### config.mk
export PLATFORM = sky130hd
export DESIGN_NAME = pong_match_ctrl_flat
export DESIGN_NICKNAME = d
export VERILOG_FILES = /design/src/rtl/pong_match_ctrl_if.sv /design/src/rtl/pong_match_ctrl.sv /design/src/flat_wrapper.sv
export SDC_FILE = /design/constraint.sdc
export NUM_CORES = 1
export LEC_CHECK = 0
export CAP_MARGIN = 20
export CORE_MARGIN = 2
export CORE_UTILIZATION = 58
export DETAILED_ROUTE_END_ITERATION = 8
export PLACE_DENSITY = 0.83
export SLEW_MARGIN = 20
export SYNTH_ARGS = -nofsm -noshare
export SYNTH_HDL_FRONTEND = slang
export SYNTH_SLANG_ARGS = --single-unit
### constraint.sdc
create_clock -name in_clock -period 2.99 [get_ports in_clock]
set_input_delay 0.4485 -clock in_clock [delete_from_list [all_inputs] [get_ports in_clock]]
set_output_delay 0.4485 -clock in_clock [all_outputs]
set_load 0.02 [all_outputs]
### src/rtl/pong_match_ctrl_if.sv
// pong_match_ctrl_if: buttons, frame strobe and ball-engine flags in, ball-engine controls and HUD out
interface pong_match_ctrl_if;
  logic       in_ani_stb;
  logic       in_start_btn;
  logic       in_pause_btn;
  logic       in_left_score;
  logic       in_right_score;
  logic       out_ball_start;
  logic       out_ball_reset;
  logic       out_animate;
  logic [3:0] out_left_points;
  logic [3:0] out_right_points;
  logic [1:0] out_winner;
  logic [2:0] out_state;
  modport master (
    output in_ani_stb, in_start_btn, in_pause_btn, in_left_score, in_right_score,
    input  out_ball_start, out_ball_reset, out_animate, out_left_points,
           out_right_points, out_winner, out_state
  );
  modport slave (
    input  in_ani_stb, in_start_btn, in_pause_btn, in_left_score, in_right_score,
    output out_ball_start, out_ball_reset, out_animate, out_left_points,
           out_right_points, out_winner, out_state
  );
endinterface

### src/rtl/pong_match_ctrl.sv
// pong_match_ctrl: serve/play/pause/point/gameover sequencer driving the ball engine and keeping score
module pong_match_ctrl #(
  parameter int SERVE_FRAMES = 60,
  parameter int POINT_FRAMES = 90,
  parameter int WIN_POINTS   = 5
) (
  input logic in_clock,
  input logic in_reset_n,
  pong_match_ctrl_if.slave b
);
  typedef enum logic [2:0] {IDLE, SERVE, PLAY, PAUSED, POINT, GAMEOVER} state_t;
  state_t state;
  logic [3:0] prev, edg;
  logic [7:0] cnt;
  logic first, se, pe, le, re, tick, last, win_l, win_r;
  assign {se, pe, le, re} = edg;
  // strobes in the first cycle of a timed state never count
  assign tick = !first && b.in_ani_stb;
  assign last = tick && cnt == 8'd1;
  assign win_l = b.out_left_points == 4'(WIN_POINTS);
  assign win_r = b.out_right_points == 4'(WIN_POINTS);
  assign b.out_state = state;
  always_ff @(posedge in_clock or negedge in_reset_n)
    if (!in_reset_n) begin
      state <= IDLE;
      prev <= '0;
      edg <= '0;
      cnt <= '0;
      first <= 1'b0;
      b.out_ball_start <= 1'b0;
      b.out_ball_reset <= 1'b0;
      b.out_animate <= 1'b0;
      b.out_left_points <= '0;
      b.out_right_points <= '0;
      b.out_winner <= '0;
    end else begin
      prev <= {b.in_start_btn, b.in_pause_btn, b.in_left_score, b.in_right_score};
      edg <= {b.in_start_btn, b.in_pause_btn, b.in_left_score, b.in_right_score} & ~prev;
      b.out_ball_start <= 1'b0;
      b.out_ball_reset <= 1'b0;
      first <= 1'b0;
      case (state)
        IDLE: if (se) begin
          state <= SERVE;
          cnt <= 8'(SERVE_FRAMES);
          first <= 1'b1;
          b.out_ball_start <= 1'b1;
          b.out_ball_reset <= 1'b1;
        end
        SERVE: begin
          if (tick) cnt <= cnt - 8'd1;
          if (last) begin
            state <= PLAY;
            b.out_animate <= 1'b1;
          end
        end
        PLAY:
          if (le || re) begin
            state <= POINT;
            cnt <= 8'(POINT_FRAMES);
            first <= 1'b1;
            b.out_animate <= 1'b0;
            if (le && !re) b.out_left_points <= b.out_left_points + 4'd1;
            if (re && !le) b.out_right_points <= b.out_right_points + 4'd1;
          end else if (pe) begin
            state <= PAUSED;
            b.out_animate <= 1'b0;
          end
        PAUSED: if (pe) begin
          state <= PLAY;
          b.out_animate <= 1'b1;
        end
        POINT: begin
          if (tick) cnt <= cnt - 8'd1;
          if (last && (win_l || win_r)) begin
            state <= GAMEOVER;
            b.out_winner <= win_l ? 2'b01 : 2'b10;
          end else if (last) begin
            state <= SERVE;
            cnt <= 8'(SERVE_FRAMES);
            first <= 1'b1;
            b.out_ball_start <= 1'b1;
          end
        end
        GAMEOVER: if (se) begin
          state <= SERVE;
          cnt <= 8'(SERVE_FRAMES);
          first <= 1'b1;
          b.out_ball_start <= 1'b1;
          b.out_ball_reset <= 1'b1;
          b.out_left_points <= '0;
          b.out_right_points <= '0;
          b.out_winner <= '0;
        end
        default: begin
          state <= IDLE;
          b.out_animate <= 1'b0;
        end
      endcase
    end
endmodule

### src/flat_wrapper.sv
// flat-port wrapper written by rule: the top's interface ports become plain ports
module pong_match_ctrl_flat 
#(
  parameter int SERVE_FRAMES = 60,
  parameter int POINT_FRAMES = 90,
  parameter int WIN_POINTS   = 5
)
  (in_clock, in_reset_n, b_in_ani_stb, b_in_start_btn, b_in_pause_btn, b_in_left_score, b_in_right_score, b_out_ball_start, b_out_ball_reset, b_out_animate, b_out_left_points, b_out_right_points, b_out_winner, b_out_state);
  pong_match_ctrl_if b_i ();
  input logic in_clock;
  input logic in_reset_n;
  input wire logic [$bits(b_i.in_ani_stb)-1:0] b_in_ani_stb;
  input wire logic [$bits(b_i.in_start_btn)-1:0] b_in_start_btn;
  input wire logic [$bits(b_i.in_pause_btn)-1:0] b_in_pause_btn;
  input wire logic [$bits(b_i.in_left_score)-1:0] b_in_left_score;
  input wire logic [$bits(b_i.in_right_score)-1:0] b_in_right_score;
  output wire logic [$bits(b_i.out_ball_start)-1:0] b_out_ball_start;
  output wire logic [$bits(b_i.out_ball_reset)-1:0] b_out_ball_reset;
  output wire logic [$bits(b_i.out_animate)-1:0] b_out_animate;
  output wire logic [$bits(b_i.out_left_points)-1:0] b_out_left_points;
  output wire logic [$bits(b_i.out_right_points)-1:0] b_out_right_points;
  output wire logic [$bits(b_i.out_winner)-1:0] b_out_winner;
  output wire logic [$bits(b_i.out_state)-1:0] b_out_state;
  assign b_i.in_ani_stb = b_in_ani_stb;
  assign b_i.in_start_btn = b_in_start_btn;
  assign b_i.in_pause_btn = b_in_pause_btn;
  assign b_i.in_left_score = b_in_left_score;
  assign b_i.in_right_score = b_in_right_score;
  assign b_out_ball_start = b_i.out_ball_start;
  assign b_out_ball_reset = b_i.out_ball_reset;
  assign b_out_animate = b_i.out_animate;
  assign b_out_left_points = b_i.out_left_points;
  assign b_out_right_points = b_i.out_right_points;
  assign b_out_winner = b_i.out_winner;
  assign b_out_state = b_i.out_state;
  pong_match_ctrl #(.SERVE_FRAMES(SERVE_FRAMES), .POINT_FRAMES(POINT_FRAMES), .WIN_POINTS(WIN_POINTS)) u_core (.in_clock(in_clock), .in_reset_n(in_reset_n), .b(b_i));
endmodule
[Word-level counts from Yosys, hierarchy flattened]
Index checks and enable logic that the tools add are counted.
Widths: inputs -> output; s select.
Storage, ports and cells
  input port bits: 7
  word-level logic and storage cells: 94
  flip-flop bits (word level): 33
  output and inout port bits: 16
Operators by class
  mux-type cells: 37
  reductions and logical operators: 22
  add/subtract/negate cells: 3
  bitwise operators: 3
  eq/ne operators: 18
Operator list (count)
  $mux 8: 5
  $pmux 8 s4: 1
  $mux 3: 7
  $mux 4: 5
  $ne 2x1->1 const B: 8
  $pmux 4 s2: 2
  $pmux 3 s5: 1
  $reduce_and 4->1: 3
  $mux 1: 9
  $add 4x1->4 const B: 2
  $eq 4x3->1 const B: 2
  $eq 8x1->1 const B: 1
  $sub 8x1->8 const B: 1
  $eq 3x2->1 const B: 2
  $eq 3x3->1 const B: 2
  $mux 2: 3
  $ne 3x1->1 const B: 2
  $reduce_and 3->1: 2
  $logic_and 1x1->1: 5
  $reduce_and 5->1: 1
  $and 4x4->4: 1
  $not 4->4: 1
  $pmux 1 s4: 1
  $pmux 2 s2: 1
  other kinds (11): 15

[Logic depth before layout (Yosys ltp)]
  word-level depth: 6
  depth in mapped cells: 7
  gate-level depth less buffers: 7

[Worst setup path after synthesis]
OpenSTA, ideal clock, no wires.
  path kind: reg-to-reg
  start point: register u_core.state[2], in the netlist u_core.b.out_state[2]
  end point: register u_core.cnt[6]
  arrival: 1.737 ns
  data required time: 2.866 ns
  period minus slack after synthesis: 1.861 ns
  buffers on the path: 1
  library setup time: 0.124 ns
  path slack: 1.129 ns
  cell stages (with the launch flop): 7
  cell sequence: dfrtp_1 > or4_1 > and4b_1 > buf_6 > nand4_1 > a21oi_1 > a211o_1
On the way
  cells in the longest elaborated chain, start to end: 4
  elaborated cells between the ends (all ways): 11
  classes of those cells: 6 x eq/ne; 1 x mux; 4 x reduce/logical
Ends and longest elaborated chain
  from (decl): line pong_match_ctrl.sv:12  | state_t state;
  from (signal assigned): line pong_match_ctrl.sv:25  | state <= IDLE;
  from (signal assigned): line pong_match_ctrl.sv:44  | state <= SERVE;
  from (signal assigned): line pong_match_ctrl.sv:53  | state <= PLAY;
  $eq 3x3->1 or $logic_not 3->1 (tied branches): line pong_match_ctrl.sv:42  | case (state)
  $reduce_or 2->1 (no source line)
  $ne 2x1->1 (no source line) or $reduce_bool 4->1 (tied branches)
  $reduce_and 3->1 (no source line)
  to (signal assigned): line pong_match_ctrl.sv:45  | cnt <= 8'(SERVE_FRAMES);
  to (signal assigned): line pong_match_ctrl.sv:51  | if (tick) cnt <= cnt - 8'd1;
  to (signal assigned): line pong_match_ctrl.sv:60  | cnt <= 8'(POINT_FRAMES);
  to (decl): line pong_match_ctrl.sv:14  | logic [7:0] cnt;
Parallel ways exist; a longest one is shown, timed or not.
A chain may end at the register's enable or synchronous reset.

[Final worst setup path]
  start point: register u_core.state[0], in the netlist u_core.b.out_state[0]
  end point: output b_out_state[0]
RTL lines
  to (decl): line flat_wrapper.sv:23  | output wire logic [$bits(b_i.out_state)-1:0] b_out_state;
No word-level cell between the ends.

==> flow_metrics.tcl <==
set metrics [dict create \
    cp-start-kind "flop" \
    synth.area.top_cells "dfrtp_1, ha_1, nor2_1" \
    grt_usage_pct 22.8 \
    die_h_um 59.3 \
    cts_tree "yes" \
    antenna_found_initial 0 \
    grt_overflow_total 0 \
    yosys-top-cells-count "dfrtp_1, nor2_1, nand2_1, o21ai_0, nand3_1" \
    grt_max_degree 34 \
    cpLargestDelayFamily "flip-flops" \
    worstPathCellList "clkdlybuf4s50_1" \
    fmax_ghz 0.448 \
    floorplan.initialDensity_pct 59.7 \
    rows 20 \
    fin_cells 242 \
    async_flop_share_pct 100 \
    postCtsHoldBufs 0 \
    wirelength_um 3650 \
    h-tree-depth 2 \
    cts_resized 0 \
    synth_edf_count 0 \
    maxCapViolCount 0 \
    clk_pin_slew_ns 0.10 \
    gp_congestion 0.894 \
    worstPathArrival_ns 1.78 \
    dp_hpwl_um 2660 \
    syn_inst 184 \
    first_global_vias 1327 \
    max_slew_margin_pct 59.6 \
    dieArea_sq_um 3520 \
    syn2layout_area_growth_pct 16.4 \
    cp.buffers_inverters 1 \
    netlist.area_leader.share_pct 46.5 \
    critPathRequiredTime_ns 2.54 \
    io_pins 23 \
    io_buffer_count 22 \
    slowest_delay_ns 0.74 \
    core_sq_um 2980 \
    syn_area_per_cell_sq_um 9.66 \
    slowest_stage "dfrtp_1" \
    avgViaCountPerCell 6.14 \
    postCtsSetupRepairBufs 0 \
    dp.cells 234 \
    wl_per_cell_um 15.1 \
    cts_buffers 5 \
    fin_skew_ns 0.0159 \
    synth_top_cell_by_area "dfrtp_1" \
    antenna_cells 0 \
    hold_viol 0 \
    first_pass_iters 4 \
    drive_gt1_share_pct 7.18 \
    yosysMostFrequentCell "dfrtp_1" \
    clk_latency_ns 0.34 \
    syn_nets 197 \
    seq_area_frac_synth_pct 46.5 \
    route.detailed.drc 0 \
    syn_area_sq_um 1780 \
    clock_sinks 33 \
    ys_warn_count 0 \
    power_density_nw_per_um2 880 \
    ir_worst_vdd_v 0.000538 \
    grt_pass1_wl_um 5870 \
    post-route-period-util_pct 74.6 \
    worst_slew_pin_slew_ns 0.606 \
    nNetsFinal 221 \
    ys_types 47 \
    grt_setup_unrepaired "false" \
    synth-seq-cells 33 \
    fin_tns_setup_ns 0 \
    leakage_nw 0.884 \
    layout_min_cycle_time_ns 2.23 \
    hold_class "flop to flop" \
    cp-end-kind "output pin" \
    synth_top_flop_cell "dfrtp_1" \
    drt_iter0_markers 97 \
    cp_max_fo 22 \
    cts_root_buffer "clkbuf_4" \
    dieWidth_um 59.3 \
    drv_slew 0 \
    status "completed" \
    crit_type "flop to output pin" \
    vias 1487 \
    setup_viol 0 \
    cts_buffer_depth 2 \
    final_antenna_net_count 0 \
]
## cells in the final DEF (no fill, tap or decap), types with 2 or more instances in the layout
cell type	Yosys	layout
xor2_1	4	4
clkinv_2	0	2
o22ai_1	2	2
nand4_1	3	3
inv_1	6	6
o21a_1	2	2
nand3b_1	6	6
mux2i_1	2	2
or4_1	2	2
o21bai_1	2	2
o21ai_1	4	4
clkdlybuf4s50_1	0	22
or3b_1	3	3
clkbuf_4	0	5
nand2_1	14	14
nor3b_1	3	3
nand4b_1	2	2
o31ai_1	5	5
dfrtp_1	33	33
xnor2_1	2	2
and3_1	2	2
nor2_1	19	19
o21ai_0	10	10
nor2b_1	7	7
a21oi_1	7	7
ha_1	6	6
nand2b_1	4	4
nand3_1	9	9
## worst reg2reg max path, delay by kind of cell (launching register included)
family / cells / cell delay, ns
AND/OR/NAND/NOR: 3 / 1.06
flip-flops: 1 / 0.61
AO/OA/AOI/OAI: 2 / 0.30
## power breakdown
part	total (mW)	internal, mW	leakage [nW]	switching [mW]
Combinational	0.817	0.376	0.432	0.442
Sequential	0.762	0.567	0.421	0.195
Clock	0.240	0.0885	0.0310	0.151
Total	1.82	1.03	0.884	0.788
## worst paths after layout
| check | start | to | slack (ns) | cells past startpoint |
|---|---|---|---|---|
| setup / recovery | u_core.b.out_state[0]$_DFFE_PN0P_ | b_out_state[0] | 0.76 | 1 |
| hold / removal | u_core.prev[1]$_DFF_PN0_ | u_core.edg[1]$_DFF_PN0_ | 0.40 | 1 |
| setup reg to reg | u_core.b.out_state[0]$_DFFE_PN0P_ | u_core.cnt[6]$_DFFE_PN0P_ | 0.91 | 5 |
| hold reg to reg | u_core.prev[1]$_DFF_PN0_ | u_core.edg[1]$_DFF_PN0_ | 0.40 | 1 |
| max in group asynchronous | in_reset_n | u_core.edg[3]$_DFF_PN0_ | 2.18 | 2 |
| min in group asynchronous | in_reset_n | u_core.b.out_state[2]$_DFFE_PN0P_ | 0.51 | 2 |
## routing by layer
layer,vias up,GRT usage [%],share of wire (%)
li1,712,-,-
met1,714,29.5,43
met2,54,36.1,50
met3,7,6.77,5.3
met4,0,8.77,1.7
met5,-,0,0
## cell type report
class	instances	area, sq um
timing repair buffer	23	228
clock inverter	3	17.5
clock buffer	5	37.5
inverter	6	22.5
fill	246	910
multi-input combinational	139	896
tap	33	41.3
sequential	33	826
## cells by family after synthesis
group | synth area share [%]
flip-flops | 46.5
AND/OR/NAND/NOR | 27.8
AO/OA/AOI/OAI | 14.3
XOR/XNOR | 2.96
adder cells (fa/ha/maj) | 4.23
multiplexers | 1.13
buffers and inverters | 3.10
## registers in the layout (all words and copies together) (netlist names)
signal / flops
u_core.b.out_animate: 1
u_core.b.out_ball_reset: 1
u_core.b.out_ball_start: 1
u_core.b.out_left_points: 4
u_core.b.out_right_points: 4
u_core.b.out_state: 3
u_core.b.out_winner: 2
u_core.cnt: 8
u_core.edg: 4
u_core.first: 1
u_core.prev: 4
## through the flow
| stage | power [mW] | hold WS [ns] | util [%] | worst slack [ns] | area, sq um |
|---|---|---|---|---|---|
| global placement | 1.54 | 0.383 | 67.6 | 0.706 | 2010 |
| detailed placement | 1.58 | 0.390 | 67.6 | 0.663 | 2010 |
| floorplan | 1.33 | 0.153 | - | 1.13 | 1780 |
| finish | 1.82 | 0.400 | 69.5 | 0.759 | 2070 |
| CTS | 1.83 | 0.404 | 69.5 | 0.742 | 2070 |
| global route | 1.96 | 0.413 | 69.5 | 0.641 | 2070 |
(Power assumes the default switching activity.)
